File: src/rtl/reg_pkg.sv
// Shared register-file constants, reused by reg_group and reg_writeback.
package reg_pkg;

  localparam int NREGS     = 4;
  localparam int REG_IDX_W = 2;
  localparam int DWIDTH    = 16;

  localparam logic [DWIDTH-1:0] REG_DEFAULT = {DWIDTH{1'b0}};

  // One-hot write strobe for a register index.
  function automatic logic [NREGS-1:0] reg_onehot(input logic [REG_IDX_W-1:0] idx);
    reg_onehot = {{(NREGS-1){1'b0}}, 1'b1} << idx;
  endfunction

endpackage

File: src/rtl/reg_writeback_if.sv
// Bundle between the execute stage (master) and reg_writeback (slave).
//
// Handshake: a write request transfers at a rising clk edge where wb_valid
// and wb_ready are both 1. wb_ready depends only on internal state (never on
// wb_valid), and wb_valid with wb_ready=0 has no effect. stall=1 keeps the
// queue from issuing on that edge. reg_en/d_in/en_out drive reg_group, which
// commits d_in at the edge ending a cycle in which reg_en is non-zero.
interface reg_writeback_if #(
  parameter int DWIDTH = 16
);
  import reg_pkg::NREGS;
  import reg_pkg::REG_IDX_W;

  logic                 wb_valid;
  logic                 wb_ready;
  logic [REG_IDX_W-1:0] wb_rd;
  logic [DWIDTH-1:0]    wb_data;
  logic                 stall;
  logic [NREGS-1:0]     reg_en;
  logic [DWIDTH-1:0]    d_in;
  logic                 en_out;
  logic [NREGS-1:0]     busy;
  logic                 empty;
  logic                 full;

  modport master (
    output wb_valid, wb_rd, wb_data, stall,
    input  wb_ready, reg_en, d_in, en_out, busy, empty, full
  );

  modport slave (
    input  wb_valid, wb_rd, wb_data, stall,
    output wb_ready, reg_en, d_in, en_out, busy, empty, full
  );

endinterface

File: src/rtl/wb_fifo.sv
// Write-request queue: DEPTH entries of W bits, head visible on dout.
// Callers must not push when full or pop when empty.
module wb_fifo #(
  parameter int W     = 18,
  parameter int DEPTH = 4
) (
  input  logic                       clk,
  input  logic                       rst_n,
  input  logic                       push,
  input  logic                       pop,
  input  logic [W-1:0]               din,
  output logic [W-1:0]               dout,
  output logic                       full,
  output logic                       empty,
  output logic [$clog2(DEPTH):0]     count
);

  localparam int AW = $clog2(DEPTH);
  localparam int CW = AW + 1;

  logic [W-1:0]  mem [DEPTH];
  logic [AW-1:0] wptr;
  logic [AW-1:0] rptr;
  logic [CW-1:0] cnt;

  // Storage is not reset; the pointers and count decide what is valid.
  always_ff @(posedge clk) begin
    if (push) mem[wptr] <= din;
  end

  // Pointers wrap modulo DEPTH; count tracks occupancy.
  always_ff @(posedge clk or negedge rst_n) begin
    if (!rst_n) begin
      wptr <= '0;
      rptr <= '0;
      cnt  <= '0;
    end else begin
      if (push) wptr <= wptr + AW'(1);
      if (pop)  rptr <= rptr + AW'(1);
      case ({push, pop})
        2'b10:   cnt <= cnt + CW'(1);
        2'b01:   cnt <= cnt - CW'(1);
        default: cnt <= cnt;
      endcase
    end
  end

  assign dout  = mem[rptr];
  assign full  = (cnt == CW'(DEPTH));
  assign empty = (cnt == '0);
  assign count = cnt;

endmodule

File: src/rtl/reg_writeback.sv
// Queues register writes from execute and issues one per cycle to reg_group
// as a registered one-hot strobe, tracking pending writes per register.
module reg_writeback
  import reg_pkg::*;
#(
  parameter int DWIDTH = 16,
  parameter int DEPTH  = 4
) (
  input  logic            clk,
  input  logic            rst_n,
  reg_writeback_if.slave  bus
);

  localparam int AW = $clog2(DEPTH);
  localparam int CW = AW + 1;
  localparam int FW = REG_IDX_W + DWIDTH;

  logic                 fifo_push;
  logic                 fifo_pop;
  logic [FW-1:0]        fifo_dout;
  logic                 fifo_full;
  logic                 fifo_empty;
  logic [AW:0]          fifo_count;
  logic [REG_IDX_W-1:0] head_rd;
  logic [DWIDTH-1:0]    head_data;

  logic [NREGS-1:0]     reg_en_q;
  logic [DWIDTH-1:0]    d_in_q;
  logic                 en_out_q;
  logic [CW-1:0]        pend_cnt [NREGS];
  logic [NREGS-1:0]     busy_w;

  // A full queue refuses pushes even when it also pops that cycle.
  assign fifo_push = bus.wb_valid && !fifo_full;
  assign fifo_pop  = !fifo_empty && !bus.stall;

  wb_fifo #(
    .W     (FW),
    .DEPTH (DEPTH)
  ) u_fifo (
    .clk   (clk),
    .rst_n (rst_n),
    .push  (fifo_push),
    .pop   (fifo_pop),
    .din   ({bus.wb_rd, bus.wb_data}),
    .dout  (fifo_dout),
    .full  (fifo_full),
    .empty (fifo_empty),
    .count (fifo_count)
  );

  assign head_rd   = fifo_dout[FW-1:DWIDTH];
  assign head_data = fifo_dout[DWIDTH-1:0];

  // Issue stage: a popped head becomes a single-cycle strobe; d_in holds otherwise.
  always_ff @(posedge clk or negedge rst_n) begin
    if (!rst_n) begin
      reg_en_q <= '0;
      d_in_q   <= '0;
      en_out_q <= 1'b0;
    end else if (fifo_pop) begin
      reg_en_q <= reg_onehot(head_rd);
      d_in_q   <= head_data;
      en_out_q <= 1'b1;
    end else begin
      reg_en_q <= '0;
      en_out_q <= 1'b0;
    end
  end

  // Pending counters: +1 on accept, -1 when the strobe for that register retires.
  always_ff @(posedge clk or negedge rst_n) begin
    if (!rst_n) begin
      for (int i = 0; i < NREGS; i++) pend_cnt[i] <= '0;
    end else begin
      for (int i = 0; i < NREGS; i++) begin
        case ({fifo_push && (bus.wb_rd == REG_IDX_W'(i)), reg_en_q[i]})
          2'b10:   pend_cnt[i] <= pend_cnt[i] + CW'(1);
          2'b01:   pend_cnt[i] <= pend_cnt[i] - CW'(1);
          default: pend_cnt[i] <= pend_cnt[i];
        endcase
      end
    end
  end

  // Busy is a pure decode of the registered counters.
  always_comb begin
    busy_w = '0;
    for (int i = 0; i < NREGS; i++) busy_w[i] = (pend_cnt[i] != '0);
  end

  assign bus.wb_ready = !fifo_full;
  assign bus.reg_en   = reg_en_q;
  assign bus.d_in     = d_in_q;
  assign bus.en_out   = en_out_q;
  assign bus.busy     = busy_w;
  assign bus.empty    = fifo_empty;
  assign bus.full     = fifo_full;

endmodule
File: src/flat_wrapper.sv
// flat-port wrapper written by rule: the top's interface ports become plain ports
module reg_writeback_flat import reg_pkg::*;
#(
  parameter int DWIDTH = 16,
  parameter int DEPTH  = 4
)
  (clk, rst_n, bus_wb_valid, bus_wb_rd, bus_wb_data, bus_stall, bus_wb_ready, bus_reg_en, bus_d_in, bus_en_out, bus_busy, bus_empty, bus_full);
  reg_writeback_if #(.DWIDTH(DWIDTH)) bus_i ();
  input  logic clk;
  input  logic rst_n;
  input wire logic [$bits(bus_i.wb_valid)-1:0] bus_wb_valid;
  input wire logic [$bits(bus_i.wb_rd)-1:0] bus_wb_rd;
  input wire logic [$bits(bus_i.wb_data)-1:0] bus_wb_data;
  input wire logic [$bits(bus_i.stall)-1:0] bus_stall;
  output wire logic [$bits(bus_i.wb_ready)-1:0] bus_wb_ready;
  output wire logic [$bits(bus_i.reg_en)-1:0] bus_reg_en;
  output wire logic [$bits(bus_i.d_in)-1:0] bus_d_in;
  output wire logic [$bits(bus_i.en_out)-1:0] bus_en_out;
  output wire logic [$bits(bus_i.busy)-1:0] bus_busy;
  output wire logic [$bits(bus_i.empty)-1:0] bus_empty;
  output wire logic [$bits(bus_i.full)-1:0] bus_full;
  assign bus_i.wb_valid = bus_wb_valid;
  assign bus_i.wb_rd = bus_wb_rd;
  assign bus_i.wb_data = bus_wb_data;
  assign bus_i.stall = bus_stall;
  assign bus_wb_ready = bus_i.wb_ready;
  assign bus_reg_en = bus_i.reg_en;
  assign bus_d_in = bus_i.d_in;
  assign bus_en_out = bus_i.en_out;
  assign bus_busy = bus_i.busy;
  assign bus_empty = bus_i.empty;
  assign bus_full = bus_i.full;
  reg_writeback #(.DWIDTH(DWIDTH), .DEPTH(DEPTH)) u_core (.clk(clk), .rst_n(rst_n), .bus(bus_i));
endmodule
File: config.mk
export PLATFORM = sky130hd
export DESIGN_NAME = reg_writeback_flat
export DESIGN_NICKNAME = d
export VERILOG_FILES = /design/src/rtl/reg_pkg.sv /design/src/rtl/reg_writeback_if.sv /design/src/rtl/wb_fifo.sv /design/src/rtl/reg_writeback.sv /design/src/flat_wrapper.sv
export SDC_FILE = /design/constraint.sdc
export NUM_CORES = 1
export LEC_CHECK = 0
export CORE_UTILIZATION = 25
export CTS_BUF_LIST = sky130_fd_sc_hd__clkbuf_4 sky130_fd_sc_hd__clkbuf_8
export CTS_CLUSTER_DIAMETER = 150
export DETAILED_ROUTE_END_ITERATION = 10
export PLACE_DENSITY = 0.42
export SYNTH_ARGS = -nofsm -noshare
export SYNTH_HDL_FRONTEND = slang
export SYNTH_SLANG_ARGS = --single-unit
File: constraint.sdc
create_clock -name clk -period 2.4 [get_ports clk]
set_input_delay 0.48 -clock clk [delete_from_list [all_inputs] [get_ports clk]]
set_output_delay 0.48 -clock clk [all_outputs]
set_load 0.02 [all_outputs]
==> results.json, run 1 <==
{
  "r2r_setup_slack_ns": 0.12,
  "routed.top_layer": "met4",
  "clock_skew_ns": 0.005343,
  "dieArea_um2": 18260,
  "drt-met1-wl_um": 3834,
  "final.setup.tns_ns": 0,
  "layout-drive-gt1-share": 0.2774,
  "cp_data_required_time_ns": 2.72,
  "totalWireLength_um": 8580,
  "clk_pin_slew_ns": 0.10,
  "portBuffers": 49,
  "dpl_worst_slack_ns": -0.2392,
  "wl_per_cell_um": 16.04,
  "nets": 341,
  "worst-path-max-fanout": 5,
  "die_w_um": 135.1,
  "wl_met2_um": 4256,
  "grt_first_pass_wirelength_um": 13880,
  "drc": 0,
  "r2r_start": "u_core.u_fifo.count[1]$_DFFE_PN0P_",
  "crit_end": "u_core.pend_cnt[5]$_DFFE_PN0P_",
  "yosys_warnings": 0,
  "cts_tree": "done",
  "synth_area_per_cell_um2": 19.52,
  "finalHoldViolCount": 0,
  "hold_path_class": "primary input to async pin",
  "synthesis.nets": 263,
  "syn_area_um2": 4430,
  "ioPinCount": 50,
  "cp-startpoint": "u_core.u_fifo.count[1]$_DFFE_PN0P_",
  "hold_buffers": 0,
  "crit_type": "flop to flop",
  "reg2reg_to": "u_core.pend_cnt[5]$_DFFE_PN0P_",
  "core_um2": 17300,
  "antenna_cells": 0,
  "arrival_ns": 2.60,
  "total_power_w": 0.006847,
  "stdcell_area_um2": 5578,
  "synthCells": 227,
  "gp_congestion": 0.6612,
  "start_kind": "flop",
  "placed_area_um2": 5329,
  "die_h_um": 135.1,
  "p_leak_nw": 2.066,
  "synth_seq_area_share": 0.7139,
  "synth.distinct_cells": 25,
  "drt_iter0_drc": 132,
  "synth-seq-cells": 112,
  "vias": 2208,
  "met3WireLength_um": 383,
  "final_common_cell": "edfxtp_1",
  "tightest_slew_ns": 0.6152,
  "max_slew_margin": 0.5899,
  "htree_levels": 3,
  "ant_nets": 0,
  "period_share": 0.9520,
  "cts-buffers-inserted": 9,
  "grt_usage": 0.1053,
  "grt-ovfl-total": 0,
  "grt_max_degree": 41,
  "viasPerCell": 4.127,
  "rows": 48,
  "powerDensity_nw_per_um2": 1228,
  "drt_first_pass_iters": 3,
  "max_freq_mhz": 437.7,
  "grt_pass1_vias": 2361,
  "vdd_drop_max_uv": 559.6,
  "drv_slew": 0,
  "fin_ws_ns": 0.1153,
  "root_buffer": "clkbuf_8",
  "critPathCaptureType": "flop",
  "clkSinkCount": 112,
  "setup_viol": 0,
  "fin_crit_ns": 2.285,
  "r2r_cells": 10,
  "drv_cap": 0,
  "dp_hpwl_um": 5418,
  "areaGrowthSynthToFinish_pct": 25.90,
  "clk_path_buf_depth": 2,
  "insertion_delay_ns": 0.38,
  "postLayoutCoreUtil": 0.3225,
  "start_util": 0.2561,
  "outcome": "complete, no violations",
  "antenna_found_initial": 0,
  "mostFrequentLayoutCells": "72 x edfxtp_1, 45 x clkdlybuf4s50_1, 40 x dfrtp_1, 25 x buf_4, 19 x mux2_2"
}
-- layout make-up --
class                   instances  area [um2]
clock buffers                  10       131.4
clock inverters                 6       92.59
fillers                      1718       11720
inverters                      10       37.54
multi-input cells              98        1199
flip-flops and latches        112        3163
well taps                     225       281.5
repair buffers                 74       673.1
-- cell families after synthesis --
kind of cell | Yosys count | share of synthesized area
DFF | 112 | 0.7139
muxes | 40 | 0.1477
and+or+nand+nor | 26 | 0.03700
xor gates and xnor gates | 18 | 0.03559
buffers and inverters | 17 | 0.01779
adders and majority gates | 14 | 0.04801
-- repair_timing --
| item | 4_1_cts | 5_1_grt |
|---|---|---|
| endpoints found under the setup margin | 2 | 2 |
| gates cloned | 0 | 0 |
| gates resized for setup | 2 | 5 |
| pin swaps | 0 | 3 |
| buffers inserted | 0 | 2 |
-- through the flow --
stage	cells	hold slack (ns)
finish	535	0.1490
global route	535	0.1824
CTS	533	0.1801
detailed placement	517	0.4512
global placement	517	0.4490
floorplan	227	0.1844
-- per-layer routing --
metal  vias up  GRT usage
li1       1011          -
met1      1147     0.1316
met2        41     0.1689
met3         9    0.03716
met4         0    0.03558
met5         -          0
-- power breakdown --
group | internal [W] | leakage [nW] | switching, W
logic | 0.00139 | 0.824 | 0.00122
clock network | 0.000605 | 0.107 | 0.000652
registers | 0.00267 | 1.14 | 0.000309
total | 0.00467 | 2.07 | 0.00218
-- worst max-delay path, stage by stage, from the launching register on --
cell	delay [ns]
dfrtp_1	0.41
or3b_4	0.37
and2_1	0.18
buf_4	0.16
nand3b_1	0.09
ha_2	0.17
inv_1	0.05
fa_2	0.34
xor2_1	0.17
nor2_1	0.13
xor2_1	0.15
-- worst min-delay path by stage --
| stage | startpoint | to | slack [ns] |
|---|---|---|---|
| final | rst_n | u_core.bus.d_in[4]$_DFFE_PN0P_ | 0.15 |
| after detailed placement | u_core.pend_cnt[2]$_DFFE_PN0P_ | u_core.pend_cnt[2]$_DFFE_PN0P_ | 0.45 |
| after floorplan | rst_n | u_core.bus.d_in[0]$_DFFE_PN0P_ | 0.18 |
| after global routing | rst_n | u_core.bus.d_in[4]$_DFFE_PN0P_ | 0.18 |
| after CTS | rst_n | u_core.bus.d_in[4]$_DFFE_PN0P_ | 0.18 |
| after global placement | u_core.pend_cnt[5]$_DFFE_PN0P_ | u_core.pend_cnt[5]$_DFFE_PN0P_ | 0.45 |
-- registers in the layout, indices dropped and copies added, names as in the netlist --
| name | cells |
|---|---|
| u_core.u_fifo.wptr | 2 |
| u_core.bus.d_in | 16 |
| u_core.u_fifo.count | 3 |
| u_core.bus.reg_en | 4 |
| u_core.u_fifo.rptr | 2 |
| u_core.bus.en_out | 1 |
| u_core.u_fifo.mem | 72 |
| u_core.pend_cnt | 12 |
-- cell usage after synthesis, drive strengths merged --
| library cell | number | area, um2 |
|---|---|---|
| inv | 10 | 37.54 |
| nor3 | 1 | 10.01 |
| and2 | 1 | 6.260 |
| nand3b | 2 | 15.01 |
| nor4 | 1 | 6.260 |
| or3b | 1 | 8.760 |
| or3 | 5 | 31.28 |
| dfrtp | 40 | 1001 |
| nor4b | 2 | 17.52 |
| edfxtp | 72 | 2162 |
| nor2 | 6 | 25.03 |
| buf | 7 | 41.29 |
| nor3b | 1 | 7.510 |
| fa | 5 | 100.1 |
| mux4 | 18 | 405.4 |
| mux2i | 2 | 20.02 |
| mux2 | 20 | 229.0 |
| xnor2 | 9 | 78.83 |
| and3 | 5 | 31.28 |
| nand3 | 1 | 5.000 |
| ha | 9 | 112.6 |
| xor2 | 9 | 78.83 |
Note: power is estimated with default switching activity, not from simulation.
==> run 2, diff against run 1 <==
--- a/config.mk
+++ b/config.mk
@@ -5,11 +5,12 @@
 export SDC_FILE = /design/constraint.sdc
 export NUM_CORES = 1
 export LEC_CHECK = 0
-export CORE_UTILIZATION = 25
+export ABC_AREA = 1
+export CORE_UTILIZATION = 50
 export CTS_BUF_LIST = sky130_fd_sc_hd__clkbuf_4 sky130_fd_sc_hd__clkbuf_8
 export CTS_CLUSTER_DIAMETER = 150
 export DETAILED_ROUTE_END_ITERATION = 10
-export PLACE_DENSITY = 0.42
+export PLACE_DENSITY = 0.73
 export SYNTH_ARGS = -nofsm -noshare
 export SYNTH_HDL_FRONTEND = slang
 export SYNTH_SLANG_ARGS = --single-unit
==> run 2 against run 1 <==
Setup slack improved by 0.10 ns. Wire length grew 1.3%. Utilization rose by 29 points. Area after synthesis is 10% higher. Die area shrank 44%. Critical endpoint is now bus_empty. Largest power group unchanged.
==> results.json, run 2 <==
{
  "outcome": "complete, no violations",
  "switching_share": 0.3845,
  "vias": 3144,
  "netSwitchingPower_w": 0.002622,
  "layout.cells.non_filler": 675,
  "cts-buffers-inserted": 9,
  "fin_crit_ns": 2.181,
  "areaGrowthSynthToFinish_pct": 17.97,
  "ioPinCount": 50,
  "drt_first_pass_iters": 4,
  "critPathCaptureType": "output port",
  "totalWireLength_um": 8688,
  "p_int_w": 0.004197,
  "grt_use_met3": 0.02705,
  "antenna_found_initial": 0,
  "dp_hpwl_um": 5674,
  "drc": 0,
  "htree_levels": 3,
  "drv_slew": 0,
  "synthesis.nets": 515,
  "viasPerCell": 4.658,
  "grt_max_degree": 41,
  "worst-path-max-fanout": 3,
  "clkSinkCount": 112,
  "regMostFlops": "u_core.u_fifo.mem",
  "synth.distinct_cells": 22,
  "synth_top_area_frac": 0.4428,
  "gp_congestion": 0.7597,
  "arrival_ns": 1.70,
  "crit_type": "flop to output port",
  "insertion_delay_ns": 0.37,
  "busiest_layer": "met2",
  "largest_reg_flops": 72,
  "synth_enable_flop_cells": 72,
  "synth_seq_area_share": 0.6479,
  "start_kind": "flop",
  "final_common_cell": "nand2_1",
  "drt_iter0_drc": 91,
  "die_w_um": 100.8,
  "root_buffer": "clkbuf_8",
  "antenna_cells": 0,
  "clk_pin_slew_ns": 0.10,
  "synthCells": 479,
  "post-cts-setup-buffer-count": 0,
  "yosysMostFrequentCell": "nand2_1",
  "ant_nets": 0,
  "cts_resized": 0,
  "rows": 35,
  "grt_use_met1": 0.2177,
  "die_h_um": 100.8,
  "yosys_warnings": 0,
  "layout-drive-gt1-share": 0.07509,
  "wl_per_cell_um": 12.87,
  "fin_ws_ns": 0.2190,
  "p_leak_nw": 2.688,
  "rsz0062_at_grt": "no",
  "tightest_slew_ns": 0.6892,
  "clock_power_share": 0.152,
  "start_util": 0.5234,
  "power_frac_comb": 0.421,
  "finalHoldViolCount": 0,
  "seqPwrFrac": 0.428,
  "grt_util_met2": 0.3498,
  "max_freq_mhz": 458.5,
  "synth-async-reset-ratio": 0.3571,
  "max_slew_margin": 0.5377,
  "cp_data_required_time_ns": 1.92,
  "grt-ovfl-total": 0,
  "drv_cap": 0,
  "synth_area_per_cell_um2": 10.19,
  "cts_tree": "done",
  "mostFrequentLayoutCells": "162 x nand2_1, 91 x inv_1, 72 x edfxtp_1, 48 x clkdlybuf4s50_1, 43 x nand3_1",
  "ys_top_cells_by_area": "edfxtp_1 44%, dfrtp_1 21%, nand2_1 12%",
  "clock_skew_ns": 0.01419,
  "grt_pass1_vias": 3184,
  "grt_first_pass_wirelength_um": 14430,
  "core_um2": 9328,
  "powerDensity_nw_per_um2": 1184,
  "synth_commonest_cells": "162 x nand2_1, 91 x inv_1, 72 x edfxtp_1",
  "grt_usage": 0.1893,
  "portBuffers": 49,
  "period_share": 0.9087,
  "dpl_worst_slack_ns": 0.05927,
  "vdd_drop_max_uv": 603.6,
  "final.setup.tns_ns": 0,
  "synth-seq-cells": 112,
  "syn_area_um2": 4882,
  "hold_buffers": 0,
  "dieArea_um2": 10160,
  "hold_path_class": "primary input to async pin",
  "nets": 577,
  "setup_viol": 0,
  "clk_path_buf_depth": 2,
  "dp_cells": 659,
  "ys.flop_type": "edfxtp_1",
  "yosys.area.top_type": "edfxtp_1"
}
## run 2: cell count changes after synthesis, moves of 11 or more
cell     before  now
inv_1        10   91
mux2_2       19    2
mux4_2       18    0
nand2_1       0  162
nand3_1       1   43
nor2_1        5   16
## run 2: layout make-up
class | count | area, um2
fillers | 743 | 3568
well taps | 129 | 161.4
repair buffers | 64 | 598.1
clock buffers | 10 | 131.4
flip-flops and latches | 112 | 3163
inverters | 95 | 356.6
clock inverters | 6 | 50.05
multi-input cells | 259 | 1299
## run 2: worst paths after layout
path,from,to,slack [ns],depth (start not counted)
setup / recovery,u_core.u_fifo.count[1]$_DFFE_PN0P_,bus_empty,0.22,4
hold / removal,rst_n,u_core.bus.d_in[12]$_DFFE_PN0P_,0.17,2
setup reg to reg,u_core.u_fifo.count[1]$_DFFE_PN0P_,u_core.pend_cnt[5]$_DFFE_PN0P_,0.31,13
hold reg to reg,u_core.pend_cnt[3]$_DFFE_PN0P_,u_core.pend_cnt[3]$_DFFE_PN0P_,0.48,1
max in group asynchronous,rst_n,u_core.u_fifo.wptr[0]$_DFFE_PN0P_,1.83,2
min in group clk,u_core.pend_cnt[3]$_DFFE_PN0P_,u_core.pend_cnt[3]$_DFFE_PN0P_,0.48,1
## run 2: through the flow
stage / instance area (um2) / utilization / hold WS (ns) / total power [W]
after floorplan: 4882 / - / 0.1844 / 0.004835
after global placement: 5578 / 0.5980 / 0.4635 / 0.005731
after detailed placement: 5578 / 0.5980 / 0.4633 / 0.005849
after CTS: 5759 / 0.6174 / 0.1874 / 0.006887
after global routing: 5759 / 0.6174 / 0.2106 / 0.007363
final: 5759 / 0.6174 / 0.1732 / 0.006818
## run 2: critical path, stage by stage, from the launching register on
cell             delay [ns]
dfrtp_1                0.43
nor2_4                 0.17
inv_1                  0.05
nor2_1                 0.08
clkdlybuf4s50_1        0.60
## run 2: layer usage
layer	up-vias	routed length, um
met4	0	131
met1	1478	3595
met5	-	0
met3	9	282
li1	1597	-
met2	60	4678
## run 2: cells by family (layout without fill, tap and decap cells)
| family | count (synthesis) | in the layout | synth area share |
|---|---|---|---|
| buf+inv | 108 | 175 | 0.08611 |
| simple gates | 226 | 226 | 0.1889 |
| xor+xnor | 12 | 12 | 0.02153 |
| compound gates | 5 | 5 | 0.007433 |
| fa+ha+maj | 14 | 14 | 0.04357 |
| flops | 112 | 112 | 0.6479 |
| mux | 2 | 2 | 0.004613 |
## run 2: power by group through the flow
stage	sequential [W]	combinational, W	clock (W)
after CTS	0.00292	0.00290	0.00106
after global placement	0.00295	0.00278	0
after detailed placement	0.00296	0.00289	0
after floorplan	0.00313	0.00171	0
final	0.00292	0.00287	0.00103
after global routing	0.00298	0.00325	0.00113
==> run 3, diff against run 2 <==
--- a/config.mk
+++ b/config.mk
@@ -6,11 +6,12 @@
 export NUM_CORES = 1
 export LEC_CHECK = 0
 export ABC_AREA = 1
-export CORE_UTILIZATION = 50
+export CORE_MARGIN = 3
+export CORE_UTILIZATION = 53
 export CTS_BUF_LIST = sky130_fd_sc_hd__clkbuf_4 sky130_fd_sc_hd__clkbuf_8
 export CTS_CLUSTER_DIAMETER = 150
 export DETAILED_ROUTE_END_ITERATION = 10
-export PLACE_DENSITY = 0.73
+export PLACE_DENSITY = 0.77
 export SYNTH_ARGS = -nofsm -noshare
 export SYNTH_HDL_FRONTEND = slang
 export SYNTH_SLANG_ARGS = --single-unit
==> run 3 against run 2 <==
Count of clock-buffer cells in the layout fell by 1. Sequential power hardly changed. Final cell count fell by 3.1%. Sequential cell count stayed put. Clock skew fell by 0.0043 ns. Worst hold slack worse by 0.096 ns. Critical path depth stayed put.
==> results.json, run 3 (synthesis gave the netlist of run 2 again) <==
{
  "clk_pin_slew_ns": 0.10,
  "powerDensity_nw_per_um2": 1200,
  "stdcell_area_um2": 5754,
  "placed_area_um2": 5552,
  "drv_cap": 0,
  "areaGrowthSynthToFinish_pct": 17.86,
  "antenna_cells": 0,
  "clock_skew_ns": 0.009856,
  "antenna_found_initial": 0,
  "fillCellCount": 676,
  "switching_share": 0.3805,
  "insertion_delay_ns": 0.36,
  "core_um2": 8848,
  "vdd_drop_max_uv": 471.2,
  "worst-path-max-fanout": 3,
  "dieArea_um2": 10400,
  "period_share": 0.9089,
  "total_power_w": 0.006905,
  "mostFrequentLayoutCells": "162 x nand2_1, 91 x inv_1, 72 x edfxtp_1, 48 x clkdlybuf4s50_1, 43 x nand3_1",
  "max_freq_mhz": 458.4,
  "final_common_cell": "nand2_1",
  "cts-buffers-inserted": 9,
  "portBuffers": 49,
  "grt_usage": 0.1857,
  "clk_path_buf_depth": 2,
  "arrival_ns": 1.70,
  "netSwitchingPower_w": 0.002627,
  "drt_first_pass_iters": 5,
  "p_int_w": 0.004278,
  "crit_type": "flop to output port",
  "viasPerCell": 4.928,
  "grt_use_met3": 0.03618,
  "hold_path_class": "primary input to async pin",
  "drt_iter0_drc": 114,
  "die_h_um": 102.0,
  "vias": 3223,
  "grt_max_degree": 39,
  "seqPwrFrac": 0.425,
  "power_frac_comb": 0.413,
  "p_leak_nw": 2.692,
  "crit_chain": "nor2_4, inv_1, nor2_1, clkdlybuf4s50_1",
  "critPathCaptureType": "output port",
  "start_kind": "flop",
  "grt_pass1_vias": 3333,
  "regMostFlops": "u_core.u_fifo.mem",
  "post-cts-setup-buffer-count": 0,
  "htree_levels": 3,
  "busiest_layer": "met2",
  "clkSinkCount": 112,
  "tightest_slew_ns": 0.6250,
  "drc": 0,
  "ant_nets": 0,
  "totalWireLength_um": 8940,
  "cts_tree": "done",
  "outcome": "complete, no violations",
  "setup_viol": 0,
  "dp_hpwl_um": 5968,
  "ioPinCount": 50,
  "dp_cells": 638,
  "r2r_cells": 10,
  "drv_slew": 0,
  "grt_util_met2": 0.3398,
  "start_util": 0.5518,
  "max_slew_margin": 0.5808,
  "grt_first_pass_wirelength_um": 14990,
  "grt-ovfl-total": 0,
  "cts_resized": 0,
  "largest_reg_flops": 72,
  "layout-drive-gt1-share": 0.07509,
  "clock_power_share": 0.162,
  "crit_slowest_cell": "clkdlybuf4s50_1",
  "final.setup.tns_ns": 0,
  "wl_per_cell_um": 13.67,
  "finalHoldViolCount": 0,
  "fin_crit_ns": 2.181,
  "root_buffer": "clkbuf_8",
  "gp_congestion": 0.7746,
  "rsz0062_at_grt": "no",
  "cp_data_required_time_ns": 1.92,
  "layout.cells.non_filler": 654,
  "die_w_um": 102.0,
  "critPathMaxStageDelay_ns": 0.61,
  "nets": 577,
  "grt_use_met1": 0.2187,
  "hold_buffers": 0,
  "rows": 34
}
## run 3: changes by cell type in the layout (fill, tap and decap cells not counted)
cell | previous run | this run
inv_6 | 2 | 1
bufinv_16 | 0 | 1
clkbuf_4 | 1 | 0
clkinvlp_4 | 1 | 2
## run 3: worst max-delay path: cells and delay by family, from the launching register on
family        cells  cell delay [ns]
buf+inv           2             0.66
flops             1             0.43
simple gates      2             0.25
## run 3: final cells by class
type / count / area, um2 / area share
flip-flops and latches: 112 / 3163 / 0.5497
multi-input cells: 259 / 1299 / 0.2257
repair buffers: 64 / 598.1 / 0.1039
inverters: 95 / 356.6 / 0.06197
well taps: 108 / 135.1 / 0.02348
clock buffers: 9 / 123.9 / 0.02153
clock inverters: 7 / 78.83 / 0.01370
## run 3: metal layers
layer  vias to the layer above  part of all wire
met5                         -                 0
met4                         0             0.013
met3                        13             0.033
met2                        61              0.54
met1                      1554              0.42
li1                       1595                 -
## run 3: final timing paths
check / start / end / slack (ns)
setup / recovery: u_core.u_fifo.count[1]$_DFFE_PN0P_ / bus_empty / 0.22
hold reg to reg: u_core.pend_cnt[3]$_DFFE_PN0P_ / u_core.pend_cnt[3]$_DFFE_PN0P_ / 0.48
min in group clk: u_core.pend_cnt[3]$_DFFE_PN0P_ / u_core.pend_cnt[3]$_DFFE_PN0P_ / 0.48
hold / removal: rst_n / u_core.bus.d_in[4]$_DFFE_PN0P_ / 0.08
max in group asynchronous: rst_n / u_core.bus.d_in[0]$_DFFE_PN0P_ / 1.78
setup reg to reg: u_core.u_fifo.count[1]$_DFFE_PN0P_ / u_core.u_fifo.count[2]$_DFFE_PN0P_ / 0.42
## run 3: per-stage QoR
step | hold slack [ns] | util | setup slack, ns
finish | 0.07711 | 0.6503 | 0.2187
floorplan | 0.1844 | - | 0.4224
global placement | 0.4634 | 0.6274 | 0.08598
global route | 0.08398 | 0.6503 | 0.1188
detailed placement | 0.4686 | 0.6274 | 0.03234
CTS | 0.06923 | 0.6503 | 0.1912
## run 3: power groups by stage
| stage | sequential, W | combinational [W] | clock [W] |
|---|---|---|---|
| final | 0.00294 | 0.00285 | 0.00112 |
| after global routing | 0.00300 | 0.00322 | 0.00123 |
| after CTS | 0.00294 | 0.00290 | 0.00114 |
| after detailed placement | 0.00298 | 0.00287 | 0 |
| after global placement | 0.00295 | 0.00276 | 0 |
| after floorplan | 0.00313 | 0.00171 | 0 |
==> RTL change 1, RTL diff (config.mk and constraints of run 1) <==
Make the reset (`rst_n`) synchronous in 3 clocked blocks.
--- a/src/rtl/wb_fifo.sv
+++ b/src/rtl/wb_fifo.sv
@@ -29,7 +29,7 @@
   end
 
   // Pointers wrap modulo DEPTH; count tracks occupancy.
-  always_ff @(posedge clk or negedge rst_n) begin
+  always_ff @(posedge clk) begin
     if (!rst_n) begin
       wptr <= '0;
       rptr <= '0;
--- a/src/rtl/reg_writeback.sv
+++ b/src/rtl/reg_writeback.sv
@@ -53,7 +53,7 @@
   assign head_data = fifo_dout[DWIDTH-1:0];
 
   // Issue stage: a popped head becomes a single-cycle strobe; d_in holds otherwise.
-  always_ff @(posedge clk or negedge rst_n) begin
+  always_ff @(posedge clk) begin
     if (!rst_n) begin
       reg_en_q <= '0;
       d_in_q   <= '0;
@@ -69,7 +69,7 @@
   end
 
   // Pending counters: +1 on accept, -1 when the strobe for that register retires.
-  always_ff @(posedge clk or negedge rst_n) begin
+  always_ff @(posedge clk) begin
     if (!rst_n) begin
       for (int i = 0; i < NREGS; i++) pend_cnt[i] <= '0;
     end else begin
Check against the original RTL: differs if rst_n is asserted again (counterexample within 4 cycles, from zero or initial values and one cycle with rst_n low); with rst_n held inactive, the same outputs for 4 cycles.
==> RTL change 1 against run 1 <==
Clock skew grew 0.0064 ns. Area after synthesis rose by 5.8%. Total power decreased by 14%. Wire length is 9.9% higher. Non-clock buffer count increased by 18. Sequential cell count increased by 2. Final area up 11%. Clock power rose by 42%. Worst setup slack got worse by 0.0044 ns. First-iteration DRC count down 27%. Critical path depth up 2. Worst hold slack better by 0.33 ns. Die area is 5.7% higher. Global-route usage grew 0.11 points. Largest cell class unchanged. Highest routed layer unchanged.
==> RTL change 1: results (changes against run 1) <==
Met3 Track Usage GR: 0.0383 (+0.00117)
Routed met2 length: 4670 um (+9.8%)
H-tree depth: 4 (+1)
Global placement routability congestion: 0.703 (+6.2%)
Detailed placement HPWL: 6160 um (+14%)
Worst VDD drop: 0.000335 V (-40%)
Pin count of the biggest net entering global routing: 22 (-46%)
Clock transition at path regs: 0.07 ns (-0.03 ns)
Post-Syn Nets: 333 (+27%)
Placed Area: 0.00575 mm^2 (+7.8%)
Int Pwr: 4210 uW (-9.8%)
Met3 Wirelength: 331 um (-14%)
Arrival time at the worst endpoint: 2.46 ns (-0.14 ns)
Post-synth ARST share: 0 (-0.357)
Syn_area_per_cell: 16.1 um^2 (-17%)
Hold crit path type: reg2reg
Status: finished clean
Post-Route M1 WL: 4340 um (+13%)
Post-synthesis sequential area ratio: 0.666 (-0.0474)
Post-Synth Adder-Cell Area: 0.0550 (+0.00700)
Comb pwr: 1560 uW (-40%)
P_seq: 2510 uW (-16%)
CP max FO: 2 (-3)
Met1 Resource Use GR: 0.127 (-0.00421)
RR Startpoint: u_core.u_fifo.count[1]$_SDFFE_PN0P_
Worst Reg2Reg Path Length in Cells: 12 (+2)
# fillers: 1791 (+4.2%)
Worst Tran Pin Value: 0.478 ns (-0.137 ns)
GRT Overall Usage: 0.106 (+0.00112)
-- RTL change 1: area by class of cell --
cell class,count,area (um^2),share of cell area
clock buffer,24,299,0.0482
clock inverter,8,103,0.0165
inverter,19,78.8,0.0127
multi-input combinational,148,1470,0.236
sequential,114,3130,0.503
tap,229,287,0.0461
timing repair buffer,92,851,0.137
-- RTL change 1: worst max path at each step --
stage                                                endpoint                           startpoint
after CTS                 u_core.pend_cnt[0][5]$_SDFFCE_PN0P_  u_core.u_fifo.count[0]$_SDFFE_PN0P_
after detailed placement  u_core.pend_cnt[0][2]$_SDFFCE_PN0P_                         bus_wb_valid
after floorplan           u_core.pend_cnt[0][2]$_SDFFCE_PN0P_  u_core.u_fifo.count[0]$_SDFFE_PN0P_
final                     u_core.pend_cnt[0][2]$_SDFFCE_PN0P_                         bus_wb_valid
after global placement    u_core.pend_cnt[0][2]$_SDFFCE_PN0P_                         bus_wb_valid
after global routing      u_core.pend_cnt[0][5]$_SDFFCE_PN0P_  u_core.u_fifo.count[1]$_SDFFE_PN0P_
-- RTL change 1: through the flow --
step | power [uW] | utilization
floorplan | 3470 | -
global placement | 4110 | 0.317
detailed placement | 4120 | 0.317
CTS | 5940 | 0.339
global route | 6210 | 0.342
finish | 5860 | 0.342
-- RTL change 1: worst max-delay path, stage by stage --
cell	delay [ns]
clkdlybuf4s50_1	0.50
inv_2	0.08
nor2_8	0.12
inv_2	0.04
or3_1	0.31
ha_2	0.18
nand2_1	0.07
xnor2_1	0.12
ha_2	0.20
nor2b_2	0.14
o21ai_0	0.07
nor3b_2	0.15
-- RTL change 1: what timing repair did --
item                                    in CTS  in global routing
pin swaps                                    0                  7
endpoints found under the setup margin       5                  4
cloned                                       0                  0
gates resized for setup                      4                 18
setup buffers                                0                  2
==> RTL change 2, RTL diff (flow settings as in run 1) <==
Without the edit above. `DWIDTH` is set to 16 in 4 places; all go to 32.
--- a/src/rtl/reg_pkg.sv
+++ b/src/rtl/reg_pkg.sv
@@ -3,7 +3,7 @@
 
   localparam int NREGS     = 4;
   localparam int REG_IDX_W = 2;
-  localparam int DWIDTH    = 16;
+  localparam int DWIDTH    = 32;
 
   localparam logic [DWIDTH-1:0] REG_DEFAULT = {DWIDTH{1'b0}};
 
--- a/src/rtl/reg_writeback_if.sv
+++ b/src/rtl/reg_writeback_if.sv
@@ -6,7 +6,7 @@
 // queue from issuing on that edge. reg_en/d_in/en_out drive reg_group, which
 // commits d_in at the edge ending a cycle in which reg_en is non-zero.
 interface reg_writeback_if #(
-  parameter int DWIDTH = 16
+  parameter int DWIDTH = 32
 );
   import reg_pkg::NREGS;
   import reg_pkg::REG_IDX_W;
--- a/src/rtl/reg_writeback.sv
+++ b/src/rtl/reg_writeback.sv
@@ -3,7 +3,7 @@
 module reg_writeback
   import reg_pkg::*;
 #(
-  parameter int DWIDTH = 16,
+  parameter int DWIDTH = 32,
   parameter int DEPTH  = 4
 ) (
   input  logic            clk,
--- a/src/flat_wrapper.sv
+++ b/src/flat_wrapper.sv
@@ -1,7 +1,7 @@
 // flat-port wrapper written by rule: the top's interface ports become plain ports
 module reg_writeback_flat import reg_pkg::*;
 #(
-  parameter int DWIDTH = 16,
+  parameter int DWIDTH = 32,
   parameter int DEPTH  = 4
 )
   (clk, rst_n, bus_wb_valid, bus_wb_rd, bus_wb_data, bus_stall, bus_wb_ready, bus_reg_en, bus_d_in, bus_en_out, bus_busy, bus_empty, bus_full);
Interface: changed (resized bus_d_in and bus_wb_data); port bits go from 50 to 82. No check against the original RTL was run, so the function may have changed too.
==> RTL change 2 against run 1 <==
Area after synthesis is 67% higher. Critical endpoint is now bus_full. Final area is 65% higher. Wire length is 76% higher. Worst setup slack better by 0.017 ns. Non-clock buffer count is 30 higher. Total power is 63% higher. Sequential cell count is 80 higher. Global-route usage is 0.21 points higher.
==> RTL change 2: results (changes against run 1) <==
RR Startpoint: u_core.u_fifo.count[2]$_DFFE_PN0P_
Final wirelength: 15100 um (+76%)
Multi-input combinational cell count: 132 (+35%)
Fraction of layout cells with a size suffix above 1: 0.285 (+0.00770)
Buffering overhead: 0.116 (-0.00446)
Setup crit end: bus_full
Sequential cell area share: 0.596 (+0.0287)
Worst slack, placed: -0.0587 ns (+0.180 ns)
Comb pwr: 4060 uW (+56%)
Status: finished clean
GRT Overall Usage: 0.107 (+0.00212)
Worst VDD drop: 0.000334 V (-40%)
Post-Route M1 WL: 6700 um (+75%)
H-tree depth: 4 (+1)
CTS buffer count: 17 (+8)
Tcrit/Tclk final: 0.945 (-0.00723)
Layout Nets: 516 (+51%)
Met3 Wirelength: 499 um (+30%)
Top cells by count, synth: edfxtp_1, dfrtp_1, mux4_2
Met1 Resource Use GR: 0.131 (-0.000785)
Clk Latency, worst-skew pair: 0.45 ns (+0.07 ns)
Detailed placement HPWL: 8940 um (+65%)
Nonclk inv count: 17 (+7)
Postcts setup bufs: 0 (unchanged)
Multi-input logic area: 0.00174 mm^2 (+45%)
CP max FO: 6 (+1)
Sw power: 3570 uW (+64%)
Routed met2 length: 7800 um (+83%)
Global placement routability congestion: 0.708 (+7.0%)
Sequential power share: 0.452 (+0.017)
Vias in the first global route: 4028 (+71%)
Leak Pwr: 0.00325 uW (+58%)
Synth area leaders: edfxtp_1, dfrtp_1, mux4_2
# fillers: 2836 (+65%)
Worst Tran Pin Value: 0.733 ns (+0.117 ns)
Worst hold slack: 0.0768 ns (-0.0722 ns)
Clock Skew: 0.0161 ns (+0.0108 ns)
GR Util met2: 0.185 (+0.0156)
Post-synth ARST share: 0.292 (-0.0655)
Seq cells: 192 (+71%)
Non-Clock Buffer Count: 104 (+41%)
Critical path class: reg2out
Synth cell types: 30 (+20%)
Clock network area share: 0.0403 (+0.000173)
Post-synthesis sequential area ratio: 0.743 (+0.0288)
Pin count of the biggest net entering global routing: 48 (+17%)
Iter 0 DRT Violations: 168 (+27%)
R2r setup slk: 0.13 ns (+0.02 ns)
Met3 Track Usage GR: 0.0303 (-0.00690)
Post-synth EDFFs: 136 (+89%)
Via density: 4.08 (-1.2%)
CP delay by family, top: buffers and inverters
Post-Syn Nets: 407 (+55%)
Synth warnings: 0 (unchanged)
# port buffers: 81 (+65%)
Top Consumer: sequential cells
First-pass GRT wire length: 23800 um (+71%)
Clkbuf count: 18 (+8)
Max reg flops: 136 (+89%)
==> RTL change 2: cell types whose count changed in the layout (fill, tap and decap cells not counted), moves of 3 or more <==
cell	run 1	this run
clkbuf_8	9	17
clkdlybuf4s50_1	45	76
mux4_2	18	34
edfxtp_1	72	136
and3_2	0	4
inv_1	10	16
buf_12	0	7
mux2_2	19	33
inv_6	1	4
and3_1	5	1
dfrtp_1	40	54
clkinv_2	0	3
buf_4	25	17
==> RTL change 2: logic make-up after synthesis <==
group,synth area share
flops,0.743
mux,0.159
buf+inv,0.0234
simple gates,0.0237
xor+xnor,0.0213
fa+ha+maj,0.0288
compound gates,0.00136
==> RTL change 2: per-stage QoR <==
stage	TNS, ns	std cells	area [um^2]	total power [uW]
2_1_floorplan	0	355	7390	7550
3_3_place_gp	-0.0643	828	8820	9200
3_5_place_dp	-0.166	828	8820	9310
4_1_cts	0	860	9190	11400
5_1_grt	-0.0115	861	9220	11800
6_report	0	861	9220	11100
